File: config.mk
export PLATFORM = sky130hd
export DESIGN_NAME = alu_seq_ctrl_flat
export DESIGN_NICKNAME = d
export VERILOG_FILES = /design/src/rtl/alu_seq_if.sv /design/src/rtl/alu_seq_ctrl.sv /design/src/flat_wrapper.sv
export SDC_FILE = /design/constraint.sdc
export NUM_CORES = 1
export LEC_CHECK = 0
export ABC_AREA = 1
export BUFFER_PORTS_ARGS = -buffer_cell sky130_fd_sc_hd__buf_4
export CAP_MARGIN = 10
export CORE_MARGIN = 5
export CORE_UTILIZATION = 49
export CTS_CLUSTER_DIAMETER = 50
export CTS_CLUSTER_SIZE = 24
export DETAILED_ROUTE_END_ITERATION = 16
export PLACE_DENSITY_LB_ADDON = 0.12
export SLEW_MARGIN = 0
export SYNTH_ARGS = -nofsm -noshare
export SYNTH_HDL_FRONTEND = slang
export SYNTH_SLANG_ARGS = --single-unit
File: constraint.sdc
create_clock -name clk -period 2.1 [get_ports clk]
set_input_delay 0.21 -clock clk [delete_from_list [all_inputs] [get_ports clk]]
set_output_delay 0.21 -clock clk [all_outputs]
set_load 0.01 [all_outputs]
File: src/rtl/alu_seq_if.sv
// alu_seq_if -- requester/response bundle of the ALU sequencer.
//
// Valid/ready rule for both channels: a transfer happens on a rising clock
// edge where valid and ready are both high. A master holds its payload stable
// while valid is high and not yet accepted; ready may depend combinationally
// on valid, but valid never depends on ready.
//
// Signals:
//   req_valid  [1:0]        per-requester request valid (bit n = requester n)
//   req_ready  [1:0]        per-requester accept, at most one bit high
//   req_op     [2*OPW-1:0]  opcodes, requester n at [n*OPW +: OPW]
//   req_a/b    [2*WIDTH-1:0] operands, packed like req_op
//   rsp_valid/rsp_ready     response channel handshake
//   rsp_id                  requester index of the response
//   rsp_data/rsp_data2      primary result / SWAP second result (else 0)
// Modports: master = requester side, slave = sequencer side.
interface alu_seq_if #(
  parameter int WIDTH = 20,
  parameter int OPW   = 5
);
  logic [1:0]         req_valid;
  logic [1:0]         req_ready;
  logic [2*OPW-1:0]   req_op;
  logic [2*WIDTH-1:0] req_a;
  logic [2*WIDTH-1:0] req_b;
  logic               rsp_valid;
  logic               rsp_ready;
  logic               rsp_id;
  logic [WIDTH-1:0]   rsp_data;
  logic [WIDTH-1:0]   rsp_data2;

  modport master (
    output req_valid, req_op, req_a, req_b, rsp_ready,
    input  req_ready, rsp_valid, rsp_id, rsp_data, rsp_data2
  );

  modport slave (
    input  req_valid, req_op, req_a, req_b, rsp_ready,
    output req_ready, rsp_valid, rsp_id, rsp_data, rsp_data2
  );
endinterface

File: src/rtl/alu_seq_ctrl.sv
// alu_seq_ctrl -- round-robin sequencer in front of a combinational ALU.
//
// Two requesters share the ALU. In IDLE one requester is granted, its
// op/operands are latched, driven to the ALU for exactly one ISSUE cycle, and
// the ALU result/flags are captured into a tagged response held in RESP until
// accepted. The block owns the {C,S,Z} status register.
//
// Ports:
//   clk, rst_n          clock, asynchronous active-low reset
//   bus (slave)         requester/response channels (see alu_seq_if)
//   alu_op/a/b/cin      ALU drive; op/a/b are zero outside ISSUE
//   alu_res/res2/flags  ALU results, flags = {carry,sign,zero}
//   status              status register {C,S,Z}
//   busy                high whenever the FSM is not in IDLE
//   state_dbg           current FSM state encoding
//   trap, trap_clr      only with ALU_SEQ_TRAP_EN
//
// Optional feature macro: ALU_SEQ_TRAP_EN. When defined, an illegal opcode
// (23..31) skips ISSUE and parks in TRAP until trap_clr. When undefined,
// illegal opcodes act as NOP with rsp_data = 0.
module alu_seq_ctrl #(
  parameter int WIDTH = 20,
  parameter int OPW   = 5
) (
  input  logic             clk,
  input  logic             rst_n,
  alu_seq_if.slave         bus,
  output logic [OPW-1:0]   alu_op,
  output logic [WIDTH-1:0] alu_a,
  output logic [WIDTH-1:0] alu_b,
  output logic             alu_cin,
  input  logic [WIDTH-1:0] alu_res,
  input  logic [WIDTH-1:0] alu_res2,
  input  logic [2:0]       alu_flags,
  output logic [2:0]       status,
  output logic             busy,
  output logic [1:0]       state_dbg
`ifdef ALU_SEQ_TRAP_EN
  ,
  output logic             trap,
  input  logic             trap_clr
`endif
);

  localparam logic [OPW-1:0] OP_NOT  = OPW'(1);
  localparam logic [OPW-1:0] OP_XOR  = OPW'(4);
  localparam logic [OPW-1:0] OP_SHR  = OPW'(5);
  localparam logic [OPW-1:0] OP_SHL  = OPW'(6);
  localparam logic [OPW-1:0] OP_SWAP = OPW'(9);
  localparam logic [OPW-1:0] OP_INC  = OPW'(10);
  localparam logic [OPW-1:0] OP_SBC  = OPW'(15);
  localparam logic [OPW-1:0] OP_EQ   = OPW'(16);
  localparam logic [OPW-1:0] OP_LE   = OPW'(20);
  localparam logic [OPW-1:0] OP_LDSR = OPW'(21);
  localparam logic [OPW-1:0] OP_XSR  = OPW'(22);

`ifdef ALU_SEQ_TRAP_EN
  typedef enum logic [1:0] {IDLE = 2'd0, ISSUE = 2'd1, RESP = 2'd2, TRAP = 2'd3} state_t;
`else
  typedef enum logic [1:0] {IDLE = 2'd0, ISSUE = 2'd1, RESP = 2'd2} state_t;
`endif

  state_t           state, state_nxt;
  logic [OPW-1:0]   op_q;
  logic [WIDTH-1:0] a_q, b_q;
  logic             id_q;
  logic             last_id;   // requester granted last; reset to 1 so req0 wins a tie
  logic             win;
  logic             hs;
  logic [OPW-1:0]   sel_op;
  logic             legal_q;
  logic [2:0]       flag_mask; // which of {C,S,Z} the captured op updates
  logic [2:0]       status_nxt;
  logic [WIDTH-1:0] res_sel;

  // Arbitration: a lone valid wins; on a tie the requester not granted last wins.
  always_comb begin
    win = 1'b0;
    if (&bus.req_valid) win = ~last_id;
    else                win = bus.req_valid[1];
    bus.req_ready = 2'b00;
    // Gating with rst_n keeps ready low while reset is held, not just after.
    if (state == IDLE && rst_n && |bus.req_valid)
      bus.req_ready = win ? 2'b10 : 2'b01;
    hs     = |(bus.req_valid & bus.req_ready);
    sel_op = win ? bus.req_op[2*OPW-1:OPW] : bus.req_op[OPW-1:0];
  end

  always_comb begin
    state_nxt = state;
    case (state)
      IDLE: begin
        if (hs) begin
`ifdef ALU_SEQ_TRAP_EN
          if (sel_op > OP_XSR) state_nxt = TRAP;
          else                 state_nxt = ISSUE;
`else
          state_nxt = ISSUE;
`endif
        end
      end
      ISSUE: state_nxt = RESP;
      RESP:  if (bus.rsp_ready) state_nxt = IDLE;
`ifdef ALU_SEQ_TRAP_EN
      TRAP:  if (trap_clr) state_nxt = IDLE;
`endif
      default: state_nxt = IDLE;
    endcase
  end

  // Result selection and status merge for the op currently in ISSUE.
  always_comb begin
    legal_q   = (op_q <= OP_XSR);
    flag_mask = 3'b000;
    if (op_q >= OP_NOT && op_q <= OP_XOR)      flag_mask = 3'b001;
    else if (op_q == OP_SHR || op_q == OP_SHL) flag_mask = 3'b101;
    else if (op_q >= OP_INC && op_q <= OP_SBC) flag_mask = 3'b111;
    else if (op_q >= OP_EQ && op_q <= OP_LE)   flag_mask = 3'b011;
    status_nxt = (status & ~flag_mask) | (alu_flags & flag_mask);
    res_sel    = legal_q ? alu_res : '0;
    if (op_q == OP_LDSR) begin
      status_nxt = a_q[2:0];
      res_sel    = {{(WIDTH-3){1'b0}}, a_q[2:0]};
    end else if (op_q == OP_XSR) begin
      status_nxt = status ^ a_q[2:0];
      res_sel    = {{(WIDTH-3){1'b0}}, status ^ a_q[2:0]};
    end
  end

  always_comb begin
    alu_op = '0;
    alu_a  = '0;
    alu_b  = '0;
    if (state == ISSUE) begin
      alu_op = legal_q ? op_q : '0;
      alu_a  = a_q;
      alu_b  = b_q;
    end
  end

  assign alu_cin       = status[2];
  assign busy          = (state != IDLE);
  assign state_dbg     = state;
  assign bus.rsp_valid = (state == RESP);
`ifdef ALU_SEQ_TRAP_EN
  assign trap = (state == TRAP);
`endif

  always_ff @(posedge clk or negedge rst_n) begin
    if (!rst_n) state <= IDLE;
    else        state <= state_nxt;
  end

  always_ff @(posedge clk or negedge rst_n) begin
    if (!rst_n) begin
      op_q          <= '0;
      a_q           <= '0;
      b_q           <= '0;
      id_q          <= 1'b0;
      last_id       <= 1'b1;
      status        <= 3'b000;
      bus.rsp_id    <= 1'b0;
      bus.rsp_data  <= '0;
      bus.rsp_data2 <= '0;
    end else begin
      if (state == IDLE && hs) begin
        op_q <= sel_op;
        a_q  <= win ? bus.req_a[2*WIDTH-1:WIDTH] : bus.req_a[WIDTH-1:0];
        b_q  <= win ? bus.req_b[2*WIDTH-1:WIDTH] : bus.req_b[WIDTH-1:0];
        id_q <= win;
      end
      if (state == ISSUE) begin
        status        <= status_nxt;
        bus.rsp_id    <= id_q;
        bus.rsp_data  <= res_sel;
        bus.rsp_data2 <= (op_q == OP_SWAP) ? alu_res2 : '0;
      end
      if (state == RESP && bus.rsp_ready) last_id <= bus.rsp_id;
    end
  end

endmodule

File: src/flat_wrapper.sv
// flat-port wrapper written by rule: the top's interface ports become plain ports
module alu_seq_ctrl_flat 
#(
  parameter int WIDTH = 20,
  parameter int OPW   = 5
)
  (clk, rst_n, alu_op, alu_a, alu_b, alu_cin, alu_res, alu_res2, alu_flags, status, busy, state_dbg, bus_req_valid, bus_req_op, bus_req_a, bus_req_b, bus_rsp_ready, bus_req_ready, bus_rsp_valid, bus_rsp_id, bus_rsp_data, bus_rsp_data2);
  alu_seq_if #(.WIDTH(WIDTH), .OPW(OPW)) bus_i ();
  input  logic clk;
  input  logic rst_n;
  output logic [OPW-1:0] alu_op;
  output logic [WIDTH-1:0] alu_a;
  output logic [WIDTH-1:0] alu_b;
  output logic alu_cin;
  input  logic [WIDTH-1:0] alu_res;
  input  logic [WIDTH-1:0] alu_res2;
  input  logic [2:0] alu_flags;
  output logic [2:0] status;
  output logic busy;
  output logic [1:0] state_dbg;
  input wire logic [$bits(bus_i.req_valid)-1:0] bus_req_valid;
  input wire logic [$bits(bus_i.req_op)-1:0] bus_req_op;
  input wire logic [$bits(bus_i.req_a)-1:0] bus_req_a;
  input wire logic [$bits(bus_i.req_b)-1:0] bus_req_b;
  input wire logic [$bits(bus_i.rsp_ready)-1:0] bus_rsp_ready;
  output wire logic [$bits(bus_i.req_ready)-1:0] bus_req_ready;
  output wire logic [$bits(bus_i.rsp_valid)-1:0] bus_rsp_valid;
  output wire logic [$bits(bus_i.rsp_id)-1:0] bus_rsp_id;
  output wire logic [$bits(bus_i.rsp_data)-1:0] bus_rsp_data;
  output wire logic [$bits(bus_i.rsp_data2)-1:0] bus_rsp_data2;
  assign bus_i.req_valid = bus_req_valid;
  assign bus_i.req_op = bus_req_op;
  assign bus_i.req_a = bus_req_a;
  assign bus_i.req_b = bus_req_b;
  assign bus_i.rsp_ready = bus_rsp_ready;
  assign bus_req_ready = bus_i.req_ready;
  assign bus_rsp_valid = bus_i.rsp_valid;
  assign bus_rsp_id = bus_i.rsp_id;
  assign bus_rsp_data = bus_i.rsp_data;
  assign bus_rsp_data2 = bus_i.rsp_data2;
  alu_seq_ctrl #(.WIDTH(WIDTH), .OPW(OPW)) u_core (.clk(clk), .rst_n(rst_n), .bus(bus_i), .alu_op(alu_op), .alu_a(alu_a), .alu_b(alu_b), .alu_cin(alu_cin), .alu_res(alu_res), .alu_res2(alu_res2), .alu_flags(alu_flags), .status(status), .busy(busy), .state_dbg(state_dbg));
endmodule
==> results of run 1 <==
-- what timing repair did --
action                     in CTS  in global routing
setup endpoints to repair       0                 24
gates resized for setup         0                  2
hold endpoints to repair       26                  0
hold buffers                    1                  0
setup buffers                   0                  2
-- critical path, delay by kind of cell (launching register included) --
| family | cells | cell delay, ns |
|---|---|---|
| buffers and inverters | 4 | 0.54 |
| flip-flops | 1 | 0.41 |
| AND/OR/NAND/NOR | 3 | 0.41 |
-- power groups by stage --
stage	clock network [mW]	logic [mW]	registers, mW
floorplan	0	1.52	2.90
global placement	0	2.80	2.83
detailed placement	0	2.88	2.86
CTS	1.54	2.89	2.83
global route	1.61	3.20	2.91
finish	1.51	2.87	2.82
-- layer usage --
layer | global-route usage | share of wire
met1 | 0.305 | 0.39
met2 | 0.411 | 0.50
met3 | 0.0668 | 0.083
met4 | 0.102 | 0.028
met5 | 0 | 0
-- cells by family (layout without fill, tap and decap cells) --
| logic type | count (synthesis) | after routing |
|---|---|---|
| AND/OR/NAND/NOR | 281 | 281 |
| buffers and inverters | 111 | 342 |
| flip-flops | 93 | 93 |
| AO/OA/AOI/OAI | 82 | 82 |
| XOR/XNOR | 2 | 2 |
| multiplexers | 1 | 1 |
-- layout make-up --
cell class,count,share of cell area
timing repair buffer,246,0.283
clock inverter,5,0.0189
tap,111,0.0210
inverter,82,0.0469
sequential,93,0.352
clock buffer,9,0.0187
multi-input combinational,366,0.260
-- state kept, by name, summed over array words and instances (netlist names), named ones only --
signal / cells
u_core.a_q: 20
u_core.b_q: 20
u_core.bus.rsp_data: 20
u_core.bus.rsp_data2: 20
u_core.bus.rsp_id: 1
u_core.id_q: 1
u_core.last_id: 1
u_core.op_q: 5
u_core.state_dbg: 2
-- placed cells by master, fill, tap and decap left out, types with 2 or more instances in the layout --
cell / synthesis / layout
bufinv_16: 0 / 4
nor3_1: 3 / 3
buf_4: 3 / 243
nor2_1: 62 / 62
nand2_2: 4 / 4
buf_12: 0 / 2
inv_1: 73 / 73
dfrtp_1: 92 / 92
nor2_4: 4 / 5
o211ai_1: 45 / 45
inv_2: 8 / 7
nand2_1: 179 / 179
xor2_1: 2 / 2
a21oi_1: 4 / 4
o21ai_1: 3 / 3
nand4_1: 2 / 2
nand3_1: 23 / 23
o21ai_0: 28 / 28
clkbuf_8: 0 / 9
-- worst paths after layout --
| kind | depth (start not counted) | slack [ns] | endpoint |
|---|---|---|---|
| max | 7 | 0.17 | bus_req_ready[0] |
| min | 2 | 0.06 | u_core.state_dbg[1]$_DFFE_PN0P_ |
| max reg2reg | 5 | 0.57 | u_core.b_q[8]$_DFFE_PN0P_ |
| min reg2reg | 2 | 0.49 | u_core.bus.rsp_data[12]$_DFFE_PN0P_ |
| max in group asynchronous | 4 | 0.44 | u_core.b_q[15]$_DFFE_PN0P_ |
| min in group asynchronous | 3 | 0.49 | u_core.b_q[1]$_DFFE_PN0P_ |
-- per-stage QoR --
stage,worst slack [ns],area (um2)
2_1_floorplan,0.612,4510
3_3_place_gp,0.458,6350
3_5_place_dp,0.411,6350
4_1_cts,0.00954,6610
5_1_grt,0.0535,6620
6_report,0.167,6620
==> metrics.md, run 1 <==
| Metric | Value |
|---|---|
| WL/cell | `15.0 um` |
| RD Place Congestion | `0.796` |
| Tot Pwr | `roughly 7.2 mW` |
| Max_cap viols | `0` |
| Die width | `between 100 and 150 um` |
| Synth top area share | `0.510` |
| DP Cell Count | `895` |
| Clk_lat worst skew | `about 0.36 ns` |
| Final Skew | `around 0.010 ns` |
| Crit-path cells | `inv_2, nand2_1, nor3_4, inv_2, nor2_4, buf_12, buf_4` |
| Post-synth EDFFs | `0` |
| Int Power | `4.64 mW` |
| Number of I/O port buffers | `approximately 230` |
| Largest family of logic cells by synthesized area | `simple AND/OR/NAND/NOR gates` |
| Initial core utilization | `0.496` |
| Worst Setup SP | `u_core.state_dbg[0]$_DFFE_PN0P_` |
| Vias per inst | `5.00` |
| Syn avg cell area | `~7.9 um2` |
| FP Rows | `35` |
| Seq/Total Area, Yosys | `0.516` |
| Synthesized cell area | `0.00451 mm2` |
| Sw power | `2.56 mW` |
| Most used cell, CP | `inv_2` |
| First-pass GRT wire length | `22100 um` |
| Measured slew at the worst slew-check pin | `~0.85 ns` |
| Post-layout util | `0.727` |
| # nets final | `roughly 940` |
| Seq. cell area | `roughly 0.0023 mm2` |
| Worst-path fanout max | `36` |
| DRC Markers | `0` |
| Power density cells | `1090 mW/mm2` |
| Dominant cell type by area after synthesis | `dfrtp_1` |
| Crit Path Class | `flip-flop to primary output` |
| Switching share of power | `0.355` |
| Synth Area in Compound Gates | `0.117` |
| Hold Startpoint | `bus_rsp_ready` |
| Max VDD drop | `541 uV` |
| CTS tree | `built` |
| Slew Viols, Final | `0` |
| Post-synthesis xor/xnor area fraction | `0.00388` |
| Clock share of power | `0.210` |
| Fill cell count | `approximately 740` |
| Post-synthesis simple-gate area fraction | `0.256` |
| Maximum clock insertion buffer count | `2` |
| RSZ-0062 raised after global routing | `no` |
| # IOs | `234` |
| TritonRoute pass-1 iters | `5` |
| Slowest stage cell, crit path | `dfrtp_1` |
| Max incr delay on CP | `0.41 ns` |
| Main synth FF type | `dfrtp_1` |
| Die Y | `106 um` |
| Setup TNS | `0 ns` |
| Post-DP HPWL | `10400 um` |
| Largest net degree at the start of global routing | `68` |
| Reg2reg start | `u_core.state_dbg[0]$_DFFE_PN0P_` |
| Synth area leaders | `dfrtp_1 (51%), nand2_1 (15%), o211ai_1 (7.5%)` |
| Num CTS Buffers | `9` |
| Lkg Pwr | `3.52 nW` |
| Worst setup SP type | `flip-flop` |
| Clk slew on worst S/H paths | `0.08 ns` |
| Fmax | `0.517 GHz` |
| Most common cell in the netlist | `nand2_1` |
| Area grow syn2layout | `46.7%` |
| Synth cell types | `27` |
| Share of layout cells above drive strength 1 | `0.352` |
| 1st-iter DRT viols | `210` |
| Synthesized flop and latch total | `93` |
| Post-route minimum period | `1.93 ns` |
| Slew headroom | `0.436` |
| Commonest cells in the netlist | `nand2_1 (179), dfrtp_1 (92), inv_1 (73)` |
| Total GRT Usage | `0.247` |
| Synth async-reset ratio | `1.00` |
| Final Cycle Share | `0.921` |
| Syn Nets | `around 700` |
| Kind of end point of the critical path | `primary output` |
| Initial antenna violation count | `0` |
| Final std cells w/o fill | `912` |
| Clock Sink Count | `93` |
| Vias | `4559` |
| Arrival @ worst endpoint | `between 1.5 and 2 ns` |
| Post-Route WL | `between 10000 and 15000 um` |
| Comb power frac | `0.399` |
| Vias in the first global route | `4582` |
| Worst hold slack | `0.0562 ns` |
| Tightest Hold Check Type | `input port to flip-flop` |
| Status | `finished, final reports clean` |
| CP required | `1.89 ns` |
| Core Region | `0.00911 mm2` |
| Mux cell area share after synthesis | `0.00249` |
| Global route total overflow | `0` |
| Sequential share of power | `0.392` |
| Final Hold Viols | `0` |
| Warnings from Yosys | `0` |
| Cells after Synth | `570` |
| Final setup fails | `0` |
| Area of the multi-input gates | `between 0.0015 and 0.002 mm2` |
| Routed Antenna Nets | `0` |
| Clock root buffer | `clkbuf_8` |
| Adder-cell share of the synthesized area | `0` |
| H-tree Lvls | `3` |
| Area of the die | `0.0112 mm2` |
| # diodes | `0` |
(Power assumes the default switching activity.)
==> run 2, diff against run 1 <==
CAP_MARGIN = default   (was 10)
CORE_UTILIZATION = 41   (was 49)
clock period = 1.75 ns   (was 2.1 ns; I/O delays follow)
==> metrics.md, run 2 (synthesis gave the netlist of run 1 again) <==
| Metric | Value |
|---|---|
| Final std cells w/o fill | `956 (+4.8%)` |
| Commonest cells after routing, fill and taps aside | `buf_4 (247), nand2_1 (175), dfrtp_1 (91)` |
| RSZ-0062 raised after global routing | `yes` |
| Slowest stage cell, crit path | `dfrtp_1` |
| Final Hold Viols | `0 (unchanged)` |
| Maximum clock insertion buffer count | `2 (unchanged)` |
| Vias | `4616 (+1.3%)` |
| Initial antenna violation count | `0 (unchanged)` |
| Area grow syn2layout | `53.6%` |
| Post-Route WL | `15000 um (+9.4%)` |
| Routed Antenna Nets | `0 (unchanged)` |
| Vias in the first global route | `4708 (+2.7%)` |
| # diodes | `0 (unchanged)` |
| Final Cycle Share | `0.999` |
| # nets final | `951 (+1.6%)` |
| Clock Sink Count | `93 (unchanged)` |
| Total GRT Usage | `0.219 (-0.0281)` |
| Clk_lat worst skew | `0.36 ns (about the same)` |
| Measured slew at the worst slew-check pin | `0.532 ns (-0.314 ns)` |
| Area of the die | `0.0132 mm2 (+18%)` |
| Core Region | `0.0108 mm2 (+18%)` |
| Clk slew on worst S/H paths | `0.08 ns (about the same)` |
| Power density cells | `1240 mW/mm2 (+14%)` |
| Top cell family by delay on the critical path | `buffers and inverters` |
| Tightest Hold Check Type | `input port to flip-flop` |
| First-pass GRT wire length | `23100 um (+4.2%)` |
| Critical path buffers and inverters | `4 (unchanged)` |
| Num CTS Buffers | `9 (unchanged)` |
| Arrival @ worst endpoint | `1.57 ns (-0.15 ns)` |
| 1st-iter DRT viols | `271 (+29%)` |
| Global route total overflow | `0 (unchanged)` |
| Crit-path cells | `buf_4, nor2_4, inv_4, buf_12, nor2_1, buf_4` |
| FP Rows | `38 (+8.6%)` |
| Most used cell, CP | `buf_4` |
| Number of I/O port buffers | `233 (unchanged)` |
| Setup TNS | `0 ns (unchanged)` |
| CTS tree | `built` |
| WL/cell | `15.7 um (+4.3%)` |
| TritonRoute pass-1 iters | `4 (-1)` |
| Fmax | `0.572 GHz` |
| Max incr delay on CP | `0.41 ns (about the same)` |
| Post-route minimum period | `approximately 1.7 ns` |
| Status | `finished, final reports clean` |
| DP Cell Count | `925 (+3.4%)` |
| Lkg Pwr | `3.62 nW (+2.9%)` |
| Crit Path Class | `flip-flop to primary output` |
| Final setup fails | `0 (unchanged)` |
| Die Y | `115 um (+8.4%)` |
| Tot Pwr | `8.63 mW (+20%)` |
| Die width | `115 um (+8.4%)` |
| Vias per inst | `4.83 (-3.4%)` |
| Slew Viols, Final | `0 (unchanged)` |
| Share of layout cells above drive strength 1 | `0.392 (+0.0401)` |
| Max VDD drop | `569 uV (+5.3%)` |
| RD Place Congestion | `0.870 (+9.3%)` |
| Commonest non-fill, non-tap cell in the layout | `buf_4` |
| Largest net degree at the start of global routing | `94 (+38%)` |
| Initial core utilization | `0.418 (-0.0773)` |
| Worst-path fanout max | `37 (+2.8%)` |
| # IOs | `234 (unchanged)` |
| Kind of end point of the critical path | `primary output` |
| CP required | `1.57 ns (-0.32 ns)` |
| Slew headroom | `0.645 (+0.209)` |
| Max_cap viols | `0 (unchanged)` |
| Post-DP HPWL | `10500 um (+0.96%)` |
| Clock root buffer | `clkbuf_8` |
| Worst setup SP type | `flip-flop` |
| H-tree Lvls | `3 (unchanged)` |
| Final Skew | `0.00892 ns (-0.00116 ns)` |
| DRC Markers | `0 (unchanged)` |
## run 2: worst paths after layout
check / from / end / slack, ns / cells past startpoint
worst max-delay path: u_core.state_dbg[1]$_DFFE_PN0P_ / alu_a[6] / 0.002 / 6
worst min-delay path: bus_rsp_ready / u_core.state_dbg[1]$_DFFE_PN0P_ / 0.02 / 2
worst max register to register: u_core.state_dbg[0]$_DFFE_PN0P_ / u_core.a_q[12]$_DFFE_PN0P_ / 0.10 / 9
worst min register to register: u_core.bus.rsp_data[14]$_DFFE_PN0P_ / u_core.bus.rsp_data[14]$_DFFE_PN0P_ / 0.49 / 2
max in group asynchronous: rst_n / u_core.op_q[4]$_DFFE_PN0P_ / 0.88 / 3
min in group asynchronous: rst_n / u_core.a_q[15]$_DFFE_PN0P_ / 0.42 / 3
## run 2: worst reg2reg max path, cell delays in order (launching register included)
cell and delay [ns]:
dfrtp_1 0.41, inv_2 0.11, nand2_4 0.07, nor3_4 0.20, inv_2 0.09, nor2_4 0.13, buf_6 0.13, bufbuf_16 0.27
nand2_1 0.06, o211ai_1 0.09
## run 2: power by group
group          switching (mW)  internal (mW)
Clock                   0.715          0.684
Combinational            2.09           1.77
Sequential              0.415           2.96
## run 2: cell type report
cell class / count / area [um2]
tap: 140 / 175
clock buffer: 12 / 145
fill: 958 / 3860
clock inverter: 2 / 35.0
inverter: 82 / 310
multi-input combinational: 366 / 1830
sequential: 93 / 2330
timing repair buffer: 261 / 2110
## run 2: metal layers
metal | vias to the layer above | GRT usage | wire length [um]
met2 | 153 | 0.372 | 7560
met4 | 0 | 0.0790 | 422
met5 | - | 0 | 0
met1 | 2175 | 0.271 | 5860
li1 | 2264 | - | -
met3 | 24 | 0.0537 | 1140
## run 2: timing repair
action | 4_1_cts | 5_1_grt
pin swaps | 2 | 7
hold endpoints to repair | 92 | 89
buffers inserted | 6 | 6
gates resized for setup | 8 | 31
cloned | 2 | 2
setup endpoints to repair | 5 | 35
## run 2: metrics by stage
step	utilization	instance area, um2	hold WS, ns	setup WS [ns]
3_3_place_gp	0.594	6410	0.319	0.250
4_1_cts	0.625	6750	-0.0666	-0.0188
5_1_grt	0.642	6930	0.0232	-0.0725
6_report	0.642	6930	0.0164	0.00211
2_1_floorplan	-	4510	-0.121	0.297
3_5_place_dp	0.594	6410	0.319	0.167
